===== src/rtl/spi_wb_pkg.sv =====
// Shared definitions for the SPI core's 8-bit Wishbone register map and
// the byte master FSM.
package spi_wb_pkg;

   localparam logic [2:0] ADR_SPCR = 3'd0;
   localparam logic [2:0] ADR_SPSR = 3'd1;
   localparam logic [2:0] ADR_SPDR = 3'd2;
   localparam logic [2:0] ADR_SPER = 3'd3;

   localparam int SPSR_SPIF    = 7;
   localparam int SPSR_WCOL    = 6;
   localparam int SPSR_WFFULL  = 3;
   localparam int SPSR_WFEMPTY = 2;
   localparam int SPSR_RFFULL  = 1;
   localparam int SPSR_RFEMPTY = 0;

   typedef enum logic [2:0] {
      INIT_CR,
      INIT_ER,
      IDLE,
      WR_DR,
      RD_SR,
      RD_DR,
      RSP
   } state_t;

   typedef struct packed {
      logic       we;
      logic [2:0] adr;
      logic [7:0] wdata;
   } wb_req_t;

endpackage


===== src/rtl/wb_single_access.sv =====
// One Wishbone classic read or write with an ack timeout; reports a one-cycle
// done or timeout pulse plus the read data.
module wb_single_access
   import spi_wb_pkg::*;
#(
   parameter int ACK_TIMEOUT = 16
) (
   input  logic       clk_i,
   input  logic       rst_i,
   input  logic       start,
   input  wb_req_t    req,
   output logic       done,
   output logic       timeout,
   output logic [7:0] rdata,
   output logic       cyc_o,
   output logic       stb_o,
   output logic [2:0] adr_o,
   output logic       we_o,
   output logic [7:0] dat_o,
   input  logic [7:0] dat_i,
   input  logic       ack_i
);

   localparam int CW = $clog2(ACK_TIMEOUT);

   logic [CW-1:0] wait_cnt;

   // start is only honoured with the bus idle, so every access ends with at
   // least one cyc_o=0 cycle before the next one can begin.
   always_ff @(posedge clk_i or posedge rst_i) begin
      if (rst_i) begin
         cyc_o    <= 1'b0;
         stb_o    <= 1'b0;
         we_o     <= 1'b0;
         adr_o    <= '0;
         dat_o    <= '0;
         rdata    <= '0;
         done     <= 1'b0;
         timeout  <= 1'b0;
         wait_cnt <= '0;
      end else begin
         done    <= 1'b0;
         timeout <= 1'b0;
         if (!cyc_o) begin
            if (start) begin
               cyc_o    <= 1'b1;
               stb_o    <= 1'b1;
               we_o     <= req.we;
               adr_o    <= req.adr;
               dat_o    <= req.we ? req.wdata : 8'h00;
               wait_cnt <= '0;
            end
         end else if (ack_i) begin
            cyc_o <= 1'b0;
            stb_o <= 1'b0;
            we_o  <= 1'b0;
            done  <= 1'b1;
            if (!we_o) rdata <= dat_i;
         end else if (wait_cnt == CW'(ACK_TIMEOUT - 1)) begin
            cyc_o   <= 1'b0;
            stb_o   <= 1'b0;
            we_o    <= 1'b0;
            timeout <= 1'b1;
         end else begin
            wait_cnt <= wait_cnt + 1'b1;
         end
      end
   end

endmodule


===== src/rtl/spi_wb_byte_master.sv =====
// Programs the SPI core after reset, then turns each request byte into an
// SPDR write, SPSR polling and an SPDR read, returning the received byte.
module spi_wb_byte_master
   import spi_wb_pkg::*;
#(
   parameter logic [7:0] SPCR_INIT   = 8'h50,
   parameter logic [7:0] SPER_INIT   = 8'h00,
   parameter int         ACK_TIMEOUT = 16,
   parameter int         POLL_LIMIT  = 1024
) (
   input  logic       clk_i,
   input  logic       rst_i,
   input  logic       req_valid,
   output logic       req_ready,
   input  logic [7:0] req_data,
   output logic       rsp_valid,
   input  logic       rsp_ready,
   output logic [7:0] rsp_data,
   output logic       err_o,
   output logic       init_done_o,
   output logic       cyc_o,
   output logic       stb_o,
   output logic [2:0] adr_o,
   output logic       we_o,
   output logic [7:0] dat_o,
   input  logic [7:0] dat_i,
   input  logic       ack_i
);

   state_t      state;
   logic        issued;
   logic [15:0] poll_cnt;
   logic [7:0]  tx_byte;
   wb_req_t     wb_req;
   logic        access;
   logic        repoll;
   logic        start;
   logic        done;
   logic        timeout;
   logic [7:0]  rdata;

   always_comb begin
      wb_req = '0;
      access = 1'b0;
      case (state)
         INIT_CR: begin access = 1'b1; wb_req = '{1'b1, ADR_SPCR, SPCR_INIT}; end
         INIT_ER: begin access = 1'b1; wb_req = '{1'b1, ADR_SPER, SPER_INIT}; end
         WR_DR:   begin access = 1'b1; wb_req = '{1'b1, ADR_SPDR, tx_byte};   end
         RD_SR:   begin access = 1'b1; wb_req = '{1'b0, ADR_SPSR, 8'h00};     end
         RD_DR:   begin access = 1'b1; wb_req = '{1'b0, ADR_SPDR, 8'h00};     end
         default: ;
      endcase
   end

   // A repeat poll is launched straight from the done cycle so each extra
   // SPSR read costs only the access plus its mandatory idle cycle.
   assign repoll = (state == RD_SR) && done && rdata[SPSR_RFEMPTY] &&
                   (poll_cnt != 16'(POLL_LIMIT - 1));
   assign start  = access && (!issued || repoll);

   always_ff @(posedge clk_i or posedge rst_i) begin
      if (rst_i) begin
         state       <= INIT_CR;
         issued      <= 1'b0;
         poll_cnt    <= '0;
         tx_byte     <= '0;
         req_ready   <= 1'b0;
         rsp_valid   <= 1'b0;
         rsp_data    <= '0;
         err_o       <= 1'b0;
         init_done_o <= 1'b0;
      end else begin
         err_o <= 1'b0;
         if (start) issued <= 1'b1;
         if (timeout) begin
            err_o     <= 1'b1;
            issued    <= 1'b0;
            state     <= init_done_o ? IDLE : INIT_CR;
            req_ready <= init_done_o;
         end else begin
            case (state)
               INIT_CR: if (done) begin
                  state  <= INIT_ER;
                  issued <= 1'b0;
               end
               INIT_ER: if (done) begin
                  state       <= IDLE;
                  issued      <= 1'b0;
                  init_done_o <= 1'b1;
                  req_ready   <= 1'b1;
               end
               IDLE: if (req_valid && req_ready) begin
                  tx_byte   <= req_data;
                  req_ready <= 1'b0;
                  state     <= WR_DR;
               end
               WR_DR: if (done) begin
                  state    <= RD_SR;
                  issued   <= 1'b0;
                  poll_cnt <= '0;
               end
               RD_SR: if (done) begin
                  if (!rdata[SPSR_RFEMPTY]) begin
                     state  <= RD_DR;
                     issued <= 1'b0;
                  end else if (repoll) begin
                     poll_cnt <= poll_cnt + 1'b1;
                  end else begin
                     err_o     <= 1'b1;
                     state     <= IDLE;
                     issued    <= 1'b0;
                     req_ready <= 1'b1;
                  end
               end
               RD_DR: if (done) begin
                  rsp_data  <= rdata;
                  rsp_valid <= 1'b1;
                  state     <= RSP;
                  issued    <= 1'b0;
               end
               RSP: if (rsp_ready) begin
                  rsp_valid <= 1'b0;
                  req_ready <= 1'b1;
                  state     <= IDLE;
               end
               default: state <= INIT_CR;
            endcase
         end
      end
   end

   wb_single_access #(
      .ACK_TIMEOUT(ACK_TIMEOUT)
   ) u_acc (
      .clk_i   (clk_i),
      .rst_i   (rst_i),
      .start   (start),
      .req     (wb_req),
      .done    (done),
      .timeout (timeout),
      .rdata   (rdata),
      .cyc_o   (cyc_o),
      .stb_o   (stb_o),
      .adr_o   (adr_o),
      .we_o    (we_o),
      .dat_o   (dat_o),
      .dat_i   (dat_i),
      .ack_i   (ack_i)
   );

endmodule

===== config.mk =====
export PLATFORM = sky130hd
export DESIGN_NAME = spi_wb_byte_master
export DESIGN_NICKNAME = d
export VERILOG_FILES = /design/src/rtl/spi_wb_pkg.sv /design/src/rtl/wb_single_access.sv /design/src/rtl/spi_wb_byte_master.sv
export SDC_FILE = /design/constraint.sdc
export NUM_CORES = 1
export LEC_CHECK = 0
export CORE_AREA = 2 2 105 107
export CTS_CLUSTER_SIZE = 16
export DETAILED_ROUTE_END_ITERATION = 8
export DIE_AREA = 0 0 107 109
export SKIP_CTS_REPAIR_TIMING = 1
export SLEW_MARGIN = 0
export SYNTH_ARGS = -nofsm -noshare
export SYNTH_HDL_FRONTEND = slang
export SYNTH_SLANG_ARGS = --single-unit

===== constraint.sdc =====
create_clock -name clk_i -period 2.45 [get_ports clk_i]
set_clock_uncertainty 0.2 [all_clocks]
set_input_delay 0.49 -clock clk_i [delete_from_list [all_inputs] [get_ports clk_i]]
set_output_delay 0.49 -clock clk_i [all_outputs]
set_load 0.005 [all_outputs]

After elaboration in Yosys (flattened, before gate mapping)
Cells that the tools add are included.
- bits in registers: 68
- logic and storage cells: 136
- $add $sub $neg: 2
- eq/ne operators: 27
- mux-type cells: 61
- bitwise gates (word level): 3
- reduce and logical (&&, ||, !) cells: 25
- operator list (cell ; count):
    $mux 16 ; 4
    $pmux 12 s5 ; 1
    $mux 1 ; 35
    $pmux 16 s2 ; 1
    $mux 3 ; 10
    $pmux 3 s7 ; 1
    $ne 3x1->1 const B ; 6
    $add 16x1->16 const B ; 1
    $mux 4 ; 4
    $ne 16x10->1 const B ; 1
    $reduce_and 3->1 ; 5
    $eq 3x3->1 const B ; 3
    $ne 3x2->1 const B ; 3
    $mux 8 ; 1
    $ne 2x1->1 const B ; 4
    $ne 2x2->1 const B ; 4
    $reduce_and 8->1 ; 1
    $reduce_and 7->1 ; 1
    $eq 3x2->1 const B ; 2
    $reduce_and 6->1 ; 1
    $reduce_bool 2->1 ; 3
    $logic_and 1x1->1 ; 5
    $reduce_bool 5->1 ; 1
    $reduce_or 5->1 ; 1
    other kinds (15) ; 19

Logic depth before layout (Yosys ltp)
- word-level depth: 12
- gate-level depth with buffers: 7

Hierarchy
From an unflattened synthesis, not the netlist that was laid out.
- cells, all modules: 315
- area, all modules: 3298.2 um2
- modules (own cells, without submodules) (module ; times used ; cells an instance ; area each (um2)):
    spi_wb_byte_master ; 1 ; 214 ; 2105.8
    wb_single_access ; 1 ; 101 ; 1192.4

Least setup slack after synthesis
Ideal clock, no wire load.
- path kind: register to register
- from: register poll_cnt[12]
- to: register u_acc.we_o
- arrival: 1950 ps
- data required time: 2130 ps
- slack: 180 ps
- stages on the path, launching flop included: 6
- path buffers: 0
- clock period less this slack: 2270 ps
- cell sequence: dfrtp_1 > or4_4 > or4_4 > a21o_1 > and3_4 > a31o_1
- word-level cells in the longest chain between the ends: 6
- ends and longest elaborated chain (what ; line ; source):
    from (decl) ; spi_wb_byte_master.sv:32 ; logic [15:0] poll_cnt;
    from (signal assigned) ; spi_wb_byte_master.sv:107 ; poll_cnt <= poll_cnt + 1'b1;
    $ne 16x10->1 ; spi_wb_byte_master.sv:58 ; (poll_cnt != 16'(POLL_LIMIT - 1));
    $logic_and 1x1->1 ; spi_wb_byte_master.sv:57 ; assign repoll = (state == RD_SR) && done && rdata[SPSR_RFEMPTY] &&
    $logic_or 1x1->1 ; spi_wb_byte_master.sv:59 ; assign start = access && (!issued || repoll);
    $logic_and 1x1->1 ; spi_wb_byte_master.sv:59 ;
    $reduce_bool 2->1 (no line) ; - ;
    $reduce_and 2->1 (no line) ; - ;
    to (signal assigned) ; wb_single_access.sv:48 ; we_o <= req.we;
    to (decl) ; wb_single_access.sv:18 ; output logic we_o,
Every way passes these cells.
A chain may end at the register's enable or synchronous reset.

Worst setup path after layout
- from: register poll_cnt[12]
- to: register u_acc.dat_o[6]
- word-level cells in the longest chain between the ends: 5
- ends and longest elaborated chain (what ; line ; source):
    $ne 16x10->1 ; spi_wb_byte_master.sv:58 ;
    $logic_and 1x1->1 ; spi_wb_byte_master.sv:57 ;
    $logic_or 1x1->1 ; spi_wb_byte_master.sv:59 ;
    $logic_and 1x1->1 ; spi_wb_byte_master.sv:59 ;
    $reduce_and 2->1 (no line) ; - ;
    to (signal assigned) ; wb_single_access.sv:50 ; dat_o <= req.we ? req.wdata : 8'h00;
    to (decl) ; wb_single_access.sv:19 ; output logic [7:0] dat_o,
Every way passes these cells.

==> results.sh <==
export IMPL_fin_ws_ns=0.0930
export IMPL_rows=38
export IMPL_syn_area_sq_um=3100
export IMPL_postSynthAreaPerCell_sq_um=10.5
export IMPL_p_leak_uw=0.00175
export IMPL_reg2reg_from="poll_cnt[12]"
export IMPL_ys_flop_type="dfrtp_1"
export IMPL_grt_pass1_vias=2310
export IMPL_clk_path_buf_depth=2
export IMPL_start_util_pct=29.2
export IMPL_dpl_hpwl_um=4720
export IMPL_grt_usage_pct=12.2
export IMPL_final_core_util_pct=37.9
export IMPL_synth_fp_nets=317
export IMPL_synth_edff_count=0
export IMPL_cpMaxStageDelayCell="or4_4"
export IMPL_synthTopCellsByArea="dfrtp_1 54%, mux2_2 9.1%, nand2_1 4.2%"
export IMPL_crit_fanout=4
export IMPL_critPathRequiredTime_ns=2.48
export IMPL_nFillCells=1044
export IMPL_yosys_cell_types_count=49
export IMPL_seq_area_frac_synth_pct=54.1
export IMPL_relSlewSlack_pct=67.2
export IMPL_cap_violations=0
export IMPL_clockRootBuffer="clkbuf_8"
export IMPL_tightest_slew_ns=0.489
export IMPL_die_x_um=107
export IMPL_nNetsFinal=375
export IMPL_clk_pin_slew_ns=0.08
export IMPL_yosys_area_share_adder_pct=0.807
export IMPL_grt_max_degree=68
export IMPL_dpl_cell_count=481
export IMPL_core_sq_um=10600
export IMPL_synth_top_family_by_area="simple AND/OR/NAND/NOR gates"
export IMPL_tritoncts="done"
export IMPL_synth_xor_area_share_pct=2.82
export IMPL_grt_pass1_wl_um=11000
export IMPL_first_iter_violations=137
export IMPL_final_setup_tns_ns=0
export IMPL_ir_drop_uv=391
export IMPL_startpoint="poll_cnt[12]"
export IMPL_slew_violations=0
export IMPL_syn_to_final_growth_pct=29.5
export IMPL_crit_path_frequent_cell="or4_4"
export IMPL_place_ws_ns=0.0749
export IMPL_synthCells=294
export IMPL_fin_cells=497
export IMPL_min_path_type="flop to flop"
export IMPL_layout_common_cells="67 x dfrtp_1, 45 x clkdlybuf4s50_1, 34 x nand2_1"
export IMPL_final_layout_size_suffix_gt1_share_pct=17.6
export IMPL_yosys_area_share_simple_pct=20.0
export IMPL_ys_warn_count=0
export IMPL_rsz0062_at_grt="false"
export IMPL_antenna_cells=0
export IMPL_yosys_area_top_type_share_pct=54.1
export IMPL_power_density_nw_per_um2=915
export IMPL_wire_per_inst_um=13.4
export IMPL_worstPathCellList="or4_4 > or4_4 > a21o_1 > and3_4 > a22o_1"
export IMPL_critPathMaxStageDelay_ns=0.54
export IMPL_vias_per_cell=4.73
export IMPL_via_count=2349
export IMPL_outcome="complete, no violations"
export IMPL_clk_latency_ns=0.34
export IMPL_yosys_area_top_type="dfrtp_1"
export IMPL_fin_crit_ns=2.36
export IMPL_crit_arrival_ns=2.39
export IMPL_dr_pass1_iters=4
export IMPL_antenna_left=0
export IMPL_async_reset_ff_share_pct=100
export IMPL_synth_mux_area_share_pct=9.40
export IMPL_die_h_um=109
export IMPL_finalHoldViolations=0
export IMPL_io_pins=47
export IMPL_die_area_sq_um=11700
export IMPL_synth_compound_area_share_pct=9.73
export IMPL_min_from="u_acc.dat_o[5]"
export IMPL_cts_made_buffers=9
export IMPL_start_kind="flop"
export IMPL_end_kind="flop"
export IMPL_post_route_period_util_pct=96.2
export IMPL_path_class="flop to flop"
export IMPL_p_total_uw=3670
export IMPL_routabilityCongestion=0.778
export IMPL_clock_sinks=67
export IMPL_grt_remaining_overflow=0
export IMPL_setup_viol=0
export IMPL_yosys_register_bits=67
export IMPL_post_route_drc_count=0
export IMPL_numPortBuffers=45
export IMPL_totalWireLength_um=6660
export IMPL_mostFrequentLayoutCell="dfrtp_1"
export IMPL_antenna_found_initial=0
export IMPL_htree_levels=3
export IMPL_timing_fmax_mhz=424
## logic make-up after synthesis
kind of cell             after synthesis
XOR/XNOR                              10
buffers and inverters                 20
adder cells (fa/ha/maj)                2
AO/OA/AOI/OAI                         47
other                                  1
flip-flops                            67
AND/OR/NAND/NOR                      121
multiplexers                          26
## worst paths after layout
path | end | depth (start not counted) | slack, ns
max reg2reg | u_acc.dat_o[6] | 5 | 0.09
max in group asynchronous | poll_cnt[2] | 3 | 1.42
min | u_acc.dat_o[5] | 2 | 0.28
min reg2reg | u_acc.dat_o[5] | 2 | 0.28
min in group asynchronous | poll_cnt[10] | 3 | 0.32
max | u_acc.dat_o[6] | 5 | 0.09
## area by class of cell
| cell class | instances | area, sq um | share of cell area (%) |
|---|---|---|---|
| Inverter | 7 | 26.3 | 0.654 |
| Clock inverter | 6 | 90.1 | 2.24 |
| Sequential cell | 67 | 1680 | 41.8 |
| Tap cell | 140 | 175 | 4.36 |
| Clock buffer | 10 | 128 | 3.18 |
| Multi-Input combinational cell | 207 | 1330 | 33.2 |
| Timing Repair Buffer | 60 | 588 | 14.6 |
## through the flow
| step | area [sq um] | hold WS, ns |
|---|---|---|
| floorplan | 3100 | 0.269 |
| global placement | 3790 | 0.275 |
| detailed placement | 3790 | 0.275 |
| CTS | 4010 | 0.296 |
| global route | 4020 | 0.319 |
| finish | 4020 | 0.283 |
## critical path: cells and delay by family (launching register included)
kind               cells  cell delay (ns)
AOI/OAI and AO/OA      2             0.39
DFF                    1             0.41
and+or+nand+nor        3             1.25
## cell usage after synthesis, types with 2 or more instances
cell type	n
nand2b_1	4
a31oi_1	2
o211ai_1	4
nor2_1	25
nand2_1	35
nand3_1	22
a21o_1	2
mux2_2	25
o21ai_0	19
buf_6	2
or3_1	2
xor2_1	9
ha_1	2
and2_1	3
and4_1	2
or4_4	2
nand4_1	4
nor3_1	4
o31ai_1	2
a22oi_1	2
a21oi_1	6
inv_1	7
clkbuf_1	9
dfrtp_1	67
nand3b_1	2
nor4_1	2
a22o_1	2
and3_1	5
or4_1	2
## per-layer routing
metal	share of wire [%]	up-vias	global-route usage (%)
met5	0	-	0
met4	1.2	0	5.01
met3	3.3	7	3.17
met2	48	38	20.0
met1	47	1146	15.3
li1	-	1158	-
## power breakdown
part	switching, uW	internal (uW)	total (uW)
clock	428	575	1000
sequential	247	1410	1650
combinational	427	591	1020
## state kept, by name (all words and copies together) (netlist names), 2 cells and up
signal,cells
u_acc.rdata,8
rsp_data,8
poll_cnt,16
u_acc.dat_o,8
u_acc.wait_cnt,4
tx_byte,8
state,3
u_acc.adr_o,2
Power figures use the tool's default switching activity.
